--- src/rtl/sccb_pkg.sv ---
// Shared SCCB definitions: arbiter state encoding, the soft-reset register bit
// and the camera slave ID used by the configuration sequencer.
package sccb_pkg;

    typedef enum logic [1:0] {
        ST_IDLE   = 2'd0,
        ST_WRITE  = 2'd1,
        ST_SETTLE = 2'd2
    } sccb_state_e;

    localparam int          SOFT_RESET_BIT = 7;
    localparam logic [7:0]  SCCB_SLAVE_ID  = 8'h42;
    localparam int          CNT_W          = 20;

    // A write triggers the sensor soft reset when it hits the trigger address with bit 7 set.
    function automatic logic is_soft_reset_write(input logic [7:0] addr,
                                                 input logic [7:0] data,
                                                 input logic [7:0] trig_addr);
        return (addr == trig_addr) && data[SOFT_RESET_BIT];
    endfunction

endpackage

--- src/rtl/sccb_write_arbiter.sv ---
// Round-robin arbiter in front of the single SCCB write engine; holds one
// transaction at a time, enforces the post-soft-reset settle time and a write timeout.
module sccb_write_arbiter
    import sccb_pkg::*;
#(
    parameter int         SETTLE_CYCLES   = 24000,
    parameter int         TIMEOUT_CYCLES  = 1000000,
    parameter logic [7:0] SOFT_RESET_ADDR = 8'h12
) (
    input  logic       i_clk,
    input  logic       i_rstn,
    input  logic       i_req0,
    input  logic       i_req1,
    input  logic [7:0] i_addr0,
    input  logic [7:0] i_addr1,
    input  logic [7:0] i_data0,
    input  logic [7:0] i_data1,
    output logic       o_ack0,
    output logic       o_ack1,
    output logic       o_timeout,
    output logic       o_wr_en,
    output logic [7:0] o_reg_addr,
    output logic [7:0] o_reg_data,
    input  logic       i_wr_done,
    output logic       o_busy,
    output logic       o_owner
);

    localparam logic [CNT_W-1:0] TIMEOUT_LAST = CNT_W'(TIMEOUT_CYCLES - 1);
    localparam logic [CNT_W-1:0] SETTLE_LAST  = CNT_W'(SETTLE_CYCLES - 1);

    sccb_state_e      state_r, state_nx_s;
    logic [CNT_W-1:0] cnt_r, cnt_nx_s;
    logic             owner_r, owner_nx_s;
    logic [7:0]       addr_r, addr_nx_s;
    logic [7:0]       data_r, data_nx_s;
    logic             ack0_r, ack0_nx_s;
    logic             ack1_r, ack1_nx_s;
    logic             timeout_r, timeout_nx_s;
    logic             wr_en_r, busy_r;
    logic             grant_s;

    // Round-robin: on contention the port that did not win last time goes next.
    assign grant_s = (i_req0 && i_req1) ? ~owner_r : i_req1;

    // Next-state, counter, grant latch and ack/timeout pulse generation.
    always_comb begin
        state_nx_s   = state_r;
        cnt_nx_s     = cnt_r;
        owner_nx_s   = owner_r;
        addr_nx_s    = addr_r;
        data_nx_s    = data_r;
        ack0_nx_s    = 1'b0;
        ack1_nx_s    = 1'b0;
        timeout_nx_s = 1'b0;
        case (state_r)
            ST_IDLE: begin
                cnt_nx_s = {CNT_W{1'b0}};
                if (i_req0 || i_req1) begin
                    owner_nx_s = grant_s;
                    addr_nx_s  = grant_s ? i_addr1 : i_addr0;
                    data_nx_s  = grant_s ? i_data1 : i_data0;
                    state_nx_s = ST_WRITE;
                end else begin
                    state_nx_s = ST_IDLE;
                end
            end
            ST_WRITE: begin
                if (i_wr_done) begin
                    ack0_nx_s  = ~owner_r;
                    ack1_nx_s  = owner_r;
                    cnt_nx_s   = {CNT_W{1'b0}};
                    state_nx_s = is_soft_reset_write(addr_r, data_r, SOFT_RESET_ADDR)
                                 ? ST_SETTLE : ST_IDLE;
                end else if (cnt_r == TIMEOUT_LAST) begin
                    ack0_nx_s    = ~owner_r;
                    ack1_nx_s    = owner_r;
                    timeout_nx_s = 1'b1;
                    cnt_nx_s     = {CNT_W{1'b0}};
                    state_nx_s   = ST_IDLE;
                end else begin
                    cnt_nx_s = cnt_r + {{(CNT_W-1){1'b0}}, 1'b1};
                end
            end
            ST_SETTLE: begin
                if (cnt_r == SETTLE_LAST) begin
                    cnt_nx_s   = {CNT_W{1'b0}};
                    state_nx_s = ST_IDLE;
                end else begin
                    cnt_nx_s = cnt_r + {{(CNT_W-1){1'b0}}, 1'b1};
                end
            end
            default: begin
                cnt_nx_s   = {CNT_W{1'b0}};
                state_nx_s = ST_IDLE;
            end
        endcase
    end

    // State and output registers; outputs follow the next state so they change on the same edge.
    always_ff @(posedge i_clk) begin
        if (!i_rstn) begin
            state_r   <= ST_IDLE;
            cnt_r     <= {CNT_W{1'b0}};
            owner_r   <= 1'b1;
            addr_r    <= 8'h00;
            data_r    <= 8'h00;
            ack0_r    <= 1'b0;
            ack1_r    <= 1'b0;
            timeout_r <= 1'b0;
            wr_en_r   <= 1'b0;
            busy_r    <= 1'b0;
        end else begin
            state_r   <= state_nx_s;
            cnt_r     <= cnt_nx_s;
            owner_r   <= owner_nx_s;
            addr_r    <= addr_nx_s;
            data_r    <= data_nx_s;
            ack0_r    <= ack0_nx_s;
            ack1_r    <= ack1_nx_s;
            timeout_r <= timeout_nx_s;
            wr_en_r   <= (state_nx_s == ST_WRITE);
            busy_r    <= (state_nx_s != ST_IDLE);
        end
    end

    assign o_ack0     = ack0_r;
    assign o_ack1     = ack1_r;
    assign o_timeout  = timeout_r;
    assign o_wr_en    = wr_en_r;
    assign o_reg_addr = addr_r;
    assign o_reg_data = data_r;
    assign o_busy     = busy_r;
    assign o_owner    = owner_r;

endmodule

--- config.mk ---
export PLATFORM = sky130hd
export DESIGN_NAME = sccb_write_arbiter
export DESIGN_NICKNAME = d
export VERILOG_FILES = /design/src/rtl/sccb_pkg.sv /design/src/rtl/sccb_write_arbiter.sv
export SDC_FILE = /design/constraint.sdc
export NUM_CORES = 1
export LEC_CHECK = 0
export ABC_AREA = 1
export BUFFER_PORTS_ARGS = -buffer_cell sky130_fd_sc_hd__buf_4
export CAP_MARGIN = 20
export CORE_ASPECT_RATIO = 1.1
export CORE_MARGIN = 8
export CORE_UTILIZATION = 54
export CTS_BUF_LIST = sky130_fd_sc_hd__clkbuf_4
export DETAILED_ROUTE_END_ITERATION = 10
export GPL_TIMING_DRIVEN = 0
export HOLD_SLACK_MARGIN = 0.05
export PLACE_DENSITY_LB_ADDON = 0.3
export SYNTH_ARGS = -nofsm -noshare
export SYNTH_HDL_FRONTEND = slang
export SYNTH_SLANG_ARGS = --single-unit
--- constraint.sdc ---
create_clock -name i_clk -period 1.8 [get_ports i_clk]
set_input_delay 0.09 -clock i_clk [delete_from_list [all_inputs] [get_ports i_clk]]
set_output_delay 0.09 -clock i_clk [all_outputs]
set_load 0.01 [all_outputs]
==> Word level (Yosys, flattened, before mapping) <==
Index checks and enable logic that the tools add are counted.
{ "word_totals": {"elab_cells": 46, "output_inout_bits": 22, "regBits": 44, "input_bits": 37} }
{ "classes": {"muxes": 18, "bitwise_logic": 3, "n_eq_ne": 6, "addsub": 1, "n_reduce_logical": 8} }
{ "ops": {"columns": ["operator", "count"], "rows": [
  ["2-to-1 mux 20 bit", 3],
  ["one-hot mux 20 bit (2 select lines)", 1],
  ["adder 20 x 1 -> 20 bit (second input constant)", 1],
  ["== test 20 x 15 -> 1 bit (second input constant)", 1],
  ["== test 20 bit (second input constant)", 1],
  ["2-to-1 mux 8 bit", 2],
  ["== test 8 x 5 -> 1 bit (second input constant)", 1],
  ["2-to-1 mux 2 bit", 4],
  ["2-to-1 mux 1 bit", 7],
  ["one-hot mux 2 bit (3 select lines)", 1],
  ["== test 2 x 1 -> 1 bit (second input constant)", 2],
  ["AND reduction 2 bit", 2],
  ["NOT 1 bit", 3],
  ["OR reduction 3 bit", 1],
  ["== test 2 bit (second input constant)", 1],
  ["logical AND 1 bit", 2],
  ["logical NOT 2 bit", 1],
  ["nonzero test 2 bit", 1],
  ["logical OR 1 bit", 1]
]} }

==> Logic depth before layout (Yosys ltp) <==
Gate-level depths: netlist (run 1).
{ "depth": {"ltp_word": 6, "depth_mapped": 12, "depth_no_buf": 12} }

==> Worst setup path after synthesis (run 1) <==
OpenSTA, ideal clock, no wires.
{ "synth_timing": {"path_type": "register -> register", "from": "register cnt_r[0]", "to": "register cnt_r[11]", "setup_ps": 116, "stages_incl_launch_ff": 12, "required_ps": 1684, "setup_slack_ps": 347, "t_arrival_ps": 1337, "path_buffers": 1, "path_cell_list": "dfxtp_1 > ha_1 > nand2_1 > inv_1 > nand3_1 > nor2_1 > nand2_1 > nand3_1 > nand2_2 > nand2_4 > buf_6 > nor2_1"} }
{ "synth_via": {"elab_chain_len": 4, "elab_cells_between_ends": 7} }
{ "synth_rtl": {"columns": ["element", "line_no", "rtl"], "rows": [
  ["start: declaration", "sccb_write_arbiter.sv:33", "logic [CNT_W-1:0] cnt_r, cnt_nx_s;"],
  ["start signal: assignment", "sccb_write_arbiter.sv:104", "cnt_r <= {CNT_W{1'b0}};"],
  ["start signal: assignment", "sccb_write_arbiter.sv:115", "cnt_r <= cnt_nx_s;"],
  ["adder 20 x 1 -> 20 bit / == test 20 bit (equally long branches)", "sccb_write_arbiter.sv:82, sccb_write_arbiter.sv:90, sccb_write_arbiter.sv:75", null],
  ["2-to-1 mux 20 bit", "sccb_write_arbiter.sv:75", "end else if (cnt_r == TIMEOUT_LAST) begin"],
  ["2-to-1 mux 20 bit", "sccb_write_arbiter.sv:69", "if (i_wr_done) begin"],
  ["one-hot mux 20 bit (2 select lines) (*)", "sccb_write_arbiter.sv:56", "case (state_r)"]
]} }
Every way passes the cells marked *; elsewhere a longest branch is shown, timed or not.
A chain may end at the register's enable or synchronous reset.

==> Worst setup path in the final report (run 1) <==
{ "layout_timing": {"from": "register state_r[0]", "to": "register data_r[7] (netlist: o_reg_data[7])"} }
{ "layout_via": {"elab_chain_len": 2} }
{ "layout_rtl": {"columns": ["element", "line_no", "rtl"], "rows": [
  ["start: declaration", "sccb_write_arbiter.sv:32", "sccb_state_e state_r, state_nx_s;"],
  ["start signal: assignment", "sccb_write_arbiter.sv:114", "state_r <= state_nx_s;"],
  ["logical NOT 2 bit", "sccb_write_arbiter.sv:56", null],
  ["AND reduction 2 bit (no source line)", null, null],
  ["end signal: assignment", "sccb_write_arbiter.sv:118", "data_r <= data_nx_s;"],
  ["end: declaration", "sccb_write_arbiter.sv:36", "logic [7:0] data_r, data_nx_s;"]
]} }
No other way between the ends.

==> qor.txt, run 1 <==
==================================================================================================
Outcome ............................................................................. finished clean
Area of the multi-input gates .......................................................    1180 um^2
Crit path launch type ...............................................................         flop
Detailed-route DRC error count ......................................................            0
Worst slack on hold paths ...........................................................      57.6 ps
Max_slew headroom ...................................................................        68.4%
H-tree depth reported by CTS ........................................................            2
Aggregate global-route resource usage ...............................................        24.9%
Setup WS pre-CTS ....................................................................      72.1 ps
Area of the core ....................................................................    3960 um^2
Final setup skew ....................................................................      12.4 ps
Overall via count from detail_route .................................................        2,650
Number of buffer cells added on primary ports .......................................           58
Arrival time worst endpoint .........................................................      1930 ps
Die footprint .......................................................................    6460 um^2
Count of boundary I/O pins ..........................................................           59
Fraction of synthesized cell area taken by the top area cell type ...................        39.4%
Overall die width ...................................................................      77.4 um
Final-report hold violation count ...................................................            0
Final layout net count ..............................................................          464
Maximum number of pins on one net before global-route repair ........................           15
Nets in the synthesized netlist .....................................................          361
Final slew viol count ...............................................................            0
Actual slew at the worst max-slew pin ...............................................       474 ps
Power density over the cells ........................................................  663 nW/um^2
Final GP Congestion .................................................................        0.950
Wire length of the first global-routing pass ........................................    13,000 um
Flip-flop and latch area ............................................................     886 um^2
Total Wirelength ....................................................................      8030 um
Via-per-instance ratio ..............................................................         5.57
Antenna violations before repair ....................................................            1
Average cell area after synthesis ...................................................    7.01 um^2
Router iterations before antenna repair .............................................            5
Post-Syn Instances ..................................................................          319
Top cells by area in the synthesized netlist ........................................ sky130_fd_sc_hd__dfxtp_1 39%, sky130_fd_sc_hd__nand2_1 13%, sky130_fd_sc_hd__nor2_1 7.9%
Number of buffers added by the clock tree synthesis step ............................            5
Leak pwr ............................................................................      1.40 nW
Later-pin clock latency in the skew report ..........................................       380 ps
Total negative setup slack ..........................................................         0 ps
Final setup viols ...................................................................            0
Die Y-Extent ........................................................................      83.5 um
Half-perimeter wire length after detailed placement .................................      4600 um
Cell row count ......................................................................           24
Utilization after layout ............................................................        81.3%
Worst voltage drop across the vdd grid ..............................................       514 uV
Largest area contributor in the netlist ............................................. sky130_fd_sc_hd__dfxtp_1
Cell area after placement ...........................................................    2740 um^2
Yosys Warn Count ....................................................................            0
Number of routed nets with antenna violations .......................................            0
Critical path endpoint category .....................................................         flop
Worst Setup Path Type ...............................................................      reg2reg
Iteration-0 DRC count of the detailed router ........................................          236
Period utilization ..................................................................        93.5%
Clock transition time at the flip-flop clock pins of the worst setup and hold paths .       150 ps
Number of synthesized register bits .................................................           44
Tightest Hold Check Type ............................................................       in2reg
Final setup slack of the worst path .................................................       117 ps
Number of fill cells ................................................................          239
Biggest fanout along the worst timing path ..........................................           10
Required time of the critical path ..................................................      2050 ps
Fraction of layout cells with a size suffix above 1 .................................        24.6%
Via count of the first global-routing pass ..........................................        2,791
Synth Cell Area .....................................................................    2240 um^2
Overflow left after global routing ..................................................            0
Final Cell Area .....................................................................    3220 um^2
Number of different library cells in the post-synthesis netlist .....................           32
Initial cell density of the core ....................................................        56.4%
Maximum clock frequency .............................................................      594 MHz
Count of clock tree sinks ...........................................................           44
Cell at the root of the clock tree .................................................. sky130_fd_sc_hd__clkbuf_4
Fin crit period .....................................................................      1680 ps
Longest Clk Path Bufs ...............................................................            2
Area growth from synthesis to layout ................................................        44.0%
Wire per inst .......................................................................      16.9 um
CTS tree ............................................................................         done
Sequential fraction of the synthesis area ...........................................        39.4%
Number of violations of the max-capacitance limit ...................................            0
==================================================================================================
## through the flow
step           total power, mW  cells
2_1_floorplan             1.21    319
5_1_grt                   2.19    476
3_3_place_gp              1.37    429
6_report                  2.14    476
3_5_place_dp              1.38    429
4_1_cts                   2.06    470
## critical path: stages (launching register included)
cell and delay (ps):
sky130_fd_sc_hd__dfxtp_2 410, sky130_fd_sc_hd__inv_1 80, sky130_fd_sc_hd__ha_1 200, sky130_fd_sc_hd__o21ai_1 180, sky130_fd_sc_hd__inv_1 160, sky130_fd_sc_hd__buf_2 230, sky130_fd_sc_hd__o21ai_0 220, sky130_fd_sc_hd__a31oi_1 80
## cells in the mapped netlist, drive strengths merged
cell type / count
nor2: 52
nand2: 81
nor3: 9
nor3b: 2
xnor2: 2
a31oi: 17
clkinv: 1
dfxtp: 44
buf: 3
ha: 5
nand4: 9
and2: 1
xor2: 7
nand3b: 1
o21ai: 21
inv: 38
a21oi: 2
clkbuf: 6
nand3: 18
## kinds of logic (layout without fill, tap and decap cells)
group / count (synthesis) / count (layout) / synth area share, %
other cells: 0 / 1 / 0
flops: 44 / 44 / 39.4
simple gates: 173 / 173 / 35.5
buf+inv: 48 / 152 / 8.61
compound gates: 40 / 40 / 10.2
xor+xnor: 9 / 9 / 3.52
fa+ha+maj: 5 / 5 / 2.80
## final timing paths
path / end / start / cells past startpoint / slack [ps]
setup / recovery: o_reg_data[7] / state_r[0] / 7 / 120
hold / removal: o_reg_data[3] / i_req0 / 4 / 60
setup reg to reg: o_reg_data[7] / state_r[0] / 7 / 120
hold reg to reg: cnt_r[0] / cnt_r[0] / 2 / 520
## flip-flops by register name (all words and copies together), names as in the netlist
name and cells:
cnt_r 20, o_ack0 1, o_reg_data 8, o_ack1 1, o_timeout 1, o_wr_en 1, state_r 2, o_owner 1
o_busy 1, o_reg_addr 8
## cell usage in the layout, fill, tap and decap left out, types with 2 or more instances in the layout
cell	instances
sky130_fd_sc_hd__nand3_2	3
sky130_fd_sc_hd__nor2_1	47
sky130_fd_sc_hd__inv_2	4
sky130_fd_sc_hd__dlygate4sd3_1	33
sky130_fd_sc_hd__nor2_2	3
sky130_fd_sc_hd__nand4_1	9
sky130_fd_sc_hd__nor3_1	8
sky130_fd_sc_hd__clkbuf_1	4
sky130_fd_sc_hd__a31oi_1	17
sky130_fd_sc_hd__dfxtp_1	40
sky130_fd_sc_hd__inv_1	34
sky130_fd_sc_hd__ha_1	4
sky130_fd_sc_hd__nand3_1	15
sky130_fd_sc_hd__clkbuf_4	5
sky130_fd_sc_hd__nand2_2	6
sky130_fd_sc_hd__o21ai_0	16
sky130_fd_sc_hd__o21ai_1	4
sky130_fd_sc_hd__nand2_1	74
sky130_fd_sc_hd__nor2_4	2
sky130_fd_sc_hd__dfxtp_2	4
sky130_fd_sc_hd__xor2_1	7
sky130_fd_sc_hd__buf_2	3
sky130_fd_sc_hd__buf_4	63
sky130_fd_sc_hd__xnor2_1	2
## routing by layer
layer / GRT usage (%) / part of all wire [%] / up-vias / wire, um
met1: 23.8 / 36 / 1217 / 2930
met4: 17.9 / 5.3 / 0 / 422
met2: 42.4 / 49 / 153 / 3970
met3: 9.70 / 8.9 / 48 / 711
met5: 0 / 0 / - / 0
li1: - / - / 1232 / -
## layout make-up
cell class / count / area share [%]
well taps: 52 / 2.02
clock buffers: 5 / 1.17
diodes: 1 / 0.0777
inverters: 39 / 4.55
clock inverters: 3 / 1.32
repair buffers: 96 / 25.3
flip-flops and latches: 44 / 27.5
multi-input cells: 227 / 36.5
plain buffers: 9 / 1.52
## timing repair
item | CTS | global route
hold buffers | 33 | 0
buffers inserted | 0 | 5
gates resized for setup | 0 | 16
hold endpoints to repair | 17 | 0
setup endpoints to repair | 0 | 38
## power by group
part / total [mW] / switching, mW / internal [mW]
sequential: 1.06 / 0.0410 / 1.02
clock: 0.664 / 0.374 / 0.290
combinational: 0.408 / 0.202 / 0.206
Note: power is estimated with default switching activity, not from simulation.
==> run 2, diff against run 1 <==
Settings changed: CORE_MARGIN 8 to 1, SLEW_MARGIN set to 5.
==> run 2 against run 1 <==
Net effect: core utilization shrank 1.9 points; sequential share of layout area grew 0.58 points; clock power shrank 34%; combinational power shrank 3%; register-to-register slack lost 40 ps; count of clock-buffer cells in the layout is the same; non-clock buffer count shrank 3; die area shrank 32%; first-iteration DRC count shrank 18%; hold slack gained 25 ps; sequential power is essentially flat; critical path depth is the same.
==> qor.txt, run 2 (synthesized netlist as in run 1, its figures left out) <==
==================================================================================================
Later-pin clock latency in the skew report ..........................................       360 ps
Clock transition time at the flip-flop clock pins of the worst setup and hold paths .       120 ps
Initial cell density of the core ....................................................        56.4%
Proportion of total power due to net switching ......................................        28.2%
Critical path endpoint category .....................................................         flop
Cell row count ......................................................................           24
Final-report hold violation count ...................................................            0
Count of clock tree sinks ...........................................................           44
Worst Setup Path Type ...............................................................      reg2reg
Overall die width ...................................................................      63.4 um
Cell Chain, Critical Path ........................................................... inv_1 > ha_1 > o21ai_0 > inv_1 > buf_2 > o21ai_0 > a31oi_1
Crit path launch type ...............................................................         flop
Die Y-Extent ........................................................................      69.5 um
Most common library cell in the layout ignoring fill and taps ....................... sky130_fd_sc_hd__nand2_1
Maximum clock frequency .............................................................      580 MHz
Final Cell Area .....................................................................    3150 um^2
Worst hold stages ...................................................................            4
Slowest cell delay on critical path .................................................       390 ps
Final GP Congestion .................................................................        0.984
Max_slew headroom ...................................................................        68.1%
Number of buffer cells added on primary ports .......................................           58
Outcome ............................................................................. finished clean
Final slew viol count ...............................................................            0
Required time of the critical path ..................................................      2020 ps
Register ranked first by flip-flop count ............................................        cnt_r
Biggest fanout along the worst timing path ..........................................           10
Overflow left after global routing ..................................................            0
Maximum number of pins on one net before global-route repair ........................           13
Worst reg-to-reg path cell count ....................................................            7
Number of violations of the max-capacitance limit ...................................            0
Worst voltage drop across the vdd grid ..............................................       488 uV
Half-perimeter wire length after detailed placement .................................      4050 um
Tightest Hold Check Type ............................................................       in2reg
Arrival time worst endpoint .........................................................      1950 ps
Final setup skew ....................................................................      13.8 ps
Leak pwr ............................................................................      1.37 nW
Overall via count from detail_route .................................................        2,569
Clock network fraction of design power ..............................................        23.2%
Power density over the cells ........................................................  603 nW/um^2
Sequential share of power ...........................................................        56.0%
Antenna Diode Count .................................................................            0
Final setup viols ...................................................................            0
Setup WS pre-CTS ....................................................................       111 ps
Aggregate global-route resource usage ...............................................        32.5%
Iteration-0 DRC count of the detailed router ........................................          193
Detailed-route DRC error count ......................................................            0
Wire per inst .......................................................................      14.6 um
Comb pwr share ......................................................................        20.8%
Final setup slack of the worst path .................................................      76.2 ps
Antenna violations before repair ....................................................            0
Number of routed nets with antenna violations .......................................            0
Cell at the root of the clock tree .................................................. sky130_fd_sc_hd__clkbuf_4
Area of the core ....................................................................    3960 um^2
Via-per-instance ratio ..............................................................         5.45
Actual slew at the worst max-slew pin ...............................................       474 ps
H-tree depth reported by CTS ........................................................            2
CTS tree ............................................................................         done
Area growth from synthesis to layout ................................................        40.6%
Total Wirelength ....................................................................      6880 um
Total instance count after detailed placement .......................................          429
Overall power of the completed layout ...............................................      1.90 mW
Router iterations before antenna repair .............................................            5
Post-Layout Cell Count ..............................................................          471
Int Pwr .............................................................................      1.36 mW
Number of buffers added by the clock tree synthesis step ............................            5
Via count of the first global-routing pass ..........................................        2,521
Max reg flops .......................................................................           20
Period utilization ..................................................................        95.8%
Commonest cells after routing, fill and taps aside .................................. 75 x sky130_fd_sc_hd__nand2_1, 61 x sky130_fd_sc_hd__buf_4, 47 x sky130_fd_sc_hd__nor2_1
Longest Clk Path Bufs ...............................................................            2
Fraction of layout cells with a size suffix above 1 .................................        23.2%
Slowest cell on crit path ........................................................... sky130_fd_sc_hd__dfxtp_1
Total negative setup slack ..........................................................         0 ps
Cell area after placement ...........................................................    2740 um^2
Count of boundary I/O pins ..........................................................           59
Die footprint .......................................................................    4400 um^2
Final layout net count ..............................................................          461
Wire length of the first global-routing pass ........................................    11,200 um
Fin crit period .....................................................................      1720 ps
Net switching power .................................................................       536 uW
==================================================================================================
[run 2: per-stage QoR]
step | hold WS (ps) | util, %
after floorplan | 249 | -
after global placement | 371 | 69.1
after detailed placement | 373 | 69.1
after CTS | 60.3 | 78.3
after global routing | 90.2 | 79.4
final | 83.0 | 79.4
[run 2: final cells by class]
type / instances / area, um^2
buffer: 9 / 48.8
clock buffer: 5 / 37.5
clock inverter: 2 / 7.51
fill: 253 / 818
inverter: 39 / 146
multi-input combinational: 227 / 1170
sequential: 44 / 883
tap: 52 / 65.1
timing repair buffer: 93 / 791
[run 2: power groups by stage]
stage / Clock, mW / Sequential (mW) / Combinational (mW)
2_1_floorplan: 0 / 1.09 / 0.116
6_report: 0.440 / 1.06 / 0.396
3_3_place_gp: 0 / 1.07 / 0.294
4_1_cts: 0.448 / 1.05 / 0.354
5_1_grt: 0.484 / 1.07 / 0.418
3_5_place_dp: 0 / 1.08 / 0.299
[run 2: worst paths after layout]
| kind | startpoint | endpoint | slack (ps) |
|---|---|---|---|
| setup / recovery | state_r[1] | o_reg_addr[1] | 80 |
| hold / removal | i_wr_done | o_timeout | 80 |
| setup reg to reg | state_r[1] | o_reg_addr[1] | 80 |
| hold reg to reg | cnt_r[0] | cnt_r[0] | 440 |
[run 2: critical path, delay by kind of cell, from the launching register on]
kind,cells,cell delay [ps]
buf+inv,3,530
flops,1,390
compound gates,3,490
fa+ha+maj,1,190
[run 2: what timing repair did]
action / 4_1_cts / 5_1_grt
hold endpoints to repair: 16 / 0
resized for setup: 0 / 13
buffers inserted: 0 / 3
setup endpoints to repair: 0 / 24
hold buffers: 32 / 0
[run 2: per-layer routing]
layer  global-route usage (%)  part of all wire, %  vias up
li1                         -                    -     1228
met1                     34.3                   37     1143
met2                     55.9                   50      157
met3                     8.88                  7.7       41
met4                     20.7                  5.8        0
met5                        0                    0        -
==> run 3, diff against run 2 <==
Settings changed: CORE_UTILIZATION 54 to 59, HOLD_SLACK_MARGIN 0.05 to 0.1.
Clock period 1.8 ns to 2.1 ns, I/O delays scaled along.
==> run 3 against run 2 <==
Net effect: combinational power shrank 12%; fmax is 16% lower; routed wire length is 17% higher; via count rose by 8.3%; clock power is 5.5% lower; total power is 12% lower; count of clock-buffer cells in the layout grew 1; sequential power fell by 14%; register-to-register slack worse by 40 ps.
==> qor.txt, run 3 (synthesized netlist as in run 1, its figures left out) <==
==================================================================================================
Slowest cell on crit path ........................................................... sky130_fd_sc_hd__dfxtp_1
Final Cell Area .....................................................................    3120 um^2
Biggest fanout along the worst timing path ..........................................           10
Fin crit period .....................................................................      2060 ps
Max reg flops .......................................................................           20
Clock network fraction of design power ..............................................        24.8%
Overall via count from detail_route .................................................        2,783
Number of routed nets with antenna violations .......................................            0
Critical path endpoint category .....................................................         flop
Iteration-0 DRC count of the detailed router ........................................          254
Fraction of layout cells with a size suffix above 1 .................................        22.1%
Area of the multi-input gates .......................................................    1160 um^2
Final layout net count ..............................................................          459
Area growth from synthesis to layout ................................................        39.4%
Aggregate global-route resource usage ...............................................        43.4%
Final-report hold violation count ...................................................            0
Most common library cell in the layout ignoring fill and taps ....................... sky130_fd_sc_hd__nand2_1
Net switching power .................................................................       494 uW
Commonest cells after routing, fill and taps aside .................................. 75 x sky130_fd_sc_hd__nand2_1, 59 x sky130_fd_sc_hd__buf_4, 47 x sky130_fd_sc_hd__nor2_1
Number of buffers added by the clock tree synthesis step ............................            5
Dominant delay contributor by cell family on the critical path ...................... compound AO/OA/AOI/OAI gates
Longest Clk Path Bufs ...............................................................            2
Final GP Congestion .................................................................        0.885
Wire per inst .......................................................................      17.2 um
Leak pwr ............................................................................      1.36 nW
Power density over the cells ........................................................  538 nW/um^2
Required time of the critical path ..................................................      2340 ps
Sequential share of power ...........................................................        54.5%
Cell Chain, Critical Path ........................................................... inv_1 > ha_1 > o21ai_0 > inv_1 > clkbuf_2 > o21ai_0 > a31oi_1
Arrival time worst endpoint .........................................................      2300 ps
Count of boundary I/O pins ..........................................................           59
Number of violations of the max-capacitance limit ...................................            0
Slowest cell delay on critical path .................................................       450 ps
Half-perimeter wire length after detailed placement .................................      4080 um
Router iterations before antenna repair .............................................            6
Outcome ............................................................................. finished clean
Flip-flop and latch area ............................................................     881 um^2
Die Y-Extent ........................................................................      66.6 um
Proportion of total power due to net switching ......................................        29.4%
CTS tree ............................................................................         done
Bufs and invs on worst path .........................................................            3
Max_slew headroom ...................................................................        60.1%
Maximum clock frequency .............................................................      485 MHz
Period utilization ..................................................................        98.2%
Via count of the first global-routing pass ..........................................        2,752
Crit path launch type ...............................................................         flop
Cell row count ......................................................................           23
Number of buffer cells added on primary ports .......................................           58
Cell at the root of the clock tree .................................................. sky130_fd_sc_hd__clkbuf_4
Final setup slack of the worst path .................................................      38.4 ps
Utilization after layout ............................................................        86.0%
Final setup viols ...................................................................            0
Initial cell density of the core ....................................................        61.7%
H-tree depth reported by CTS ........................................................            2
Count of clock tree sinks ...........................................................           44
Wire length of the first global-routing pass ........................................    12,700 um
RSZ-0062 raised after global routing ................................................           no
Number of fill cells ................................................................          202
Int Pwr .............................................................................      1.18 mW
Antenna violations before repair ....................................................            0
Die footprint .......................................................................    4040 um^2
Setup WS pre-CTS ....................................................................       366 ps
Actual slew at the worst max-slew pin ...............................................       592 ps
Overflow left after global routing ..................................................            0
Number of buffers inserted to repair setup after CTS ................................            0
Final setup skew ....................................................................      7.63 ps
Clock transition time at the flip-flop clock pins of the worst setup and hold paths .       120 ps
Cell area after placement ...........................................................    2740 um^2
Comb pwr share ......................................................................        20.7%
Maximum number of pins on one net before global-route repair ........................           13
Area of the core ....................................................................    3630 um^2
Final slew viol count ...............................................................            0
Later-pin clock latency in the skew report ..........................................       370 ps
Worst Setup Path Type ...............................................................      reg2reg
Via-per-instance ratio ..............................................................         5.96
Worst voltage drop across the vdd grid ..............................................       492 uV
Tightest Hold Check Type ............................................................       in2reg
Total Wirelength ....................................................................      8040 um
Detailed-route DRC error count ......................................................            0
Overall die width ...................................................................      60.7 um
Register ranked first by flip-flop count ............................................        cnt_r
Total negative setup slack ..........................................................         0 ps
Antenna Diode Count .................................................................            0
==================================================================================================
run 3: worst min-delay path: cells and delay by family:
family | cells | cell delay [ps]
compound gates | 2 | 210
buf+inv | 1 | 90
simple gates | 1 | 70
run 3: power groups by stage:
stage | sequential, mW | clock, mW | combinational (mW)
after CTS | 0.903 | 0.402 | 0.305
after floorplan | 0.936 | 0 | 0.0998
after detailed placement | 0.921 | 0 | 0.257
after global routing | 0.915 | 0.437 | 0.364
final | 0.914 | 0.416 | 0.348
after global placement | 0.920 | 0 | 0.251
run 3: metrics by stage:
step / hold WS [ps] / total power [mW] / cells
3_3_place_gp: 384 / 1.17 / 427
5_1_grt: 156 / 1.72 / 467
3_5_place_dp: 391 / 1.18 / 427
6_report: 145 / 1.68 / 467
2_1_floorplan: 264 / 1.04 / 319
4_1_cts: 105 / 1.61 / 467
run 3: layout make-up:
type                    instances  share of cell area (%)
clock inverters                 1                   0.161
flip-flops and latches         44                    28.3
repair buffers                 91                    24.6
multi-input cells             227                    37.3
plain buffers                   9                    1.57
inverters                      39                    4.70
well taps                      50                    2.01
clock buffers                   6                    1.44
run 3: path summary, 6_finish.rpt:
path                                 start             to  slack, ps  cells past startpoint
worst min register to register    cnt_r[0]       cnt_r[0]        480                      1
worst min-delay path                i_req0  o_reg_data[4]        150                      4
worst max register to register  state_r[1]  o_reg_addr[6]         40                      7
worst max-delay path            state_r[1]  o_reg_addr[6]         40                      7
run 3: what timing repair did:
action                     4_1_cts  5_1_grt
hold endpoints to repair        17        0
hold buffers                    33        0
setup endpoints to repair        0        5
resized for setup                0        6
run 3: layer usage:
layer	share of wire, %	global-route usage [%]
met5	0	0
met4	6.5	29.5
met3	8.9	9.90
met2	49	73.4
met1	36	47.2
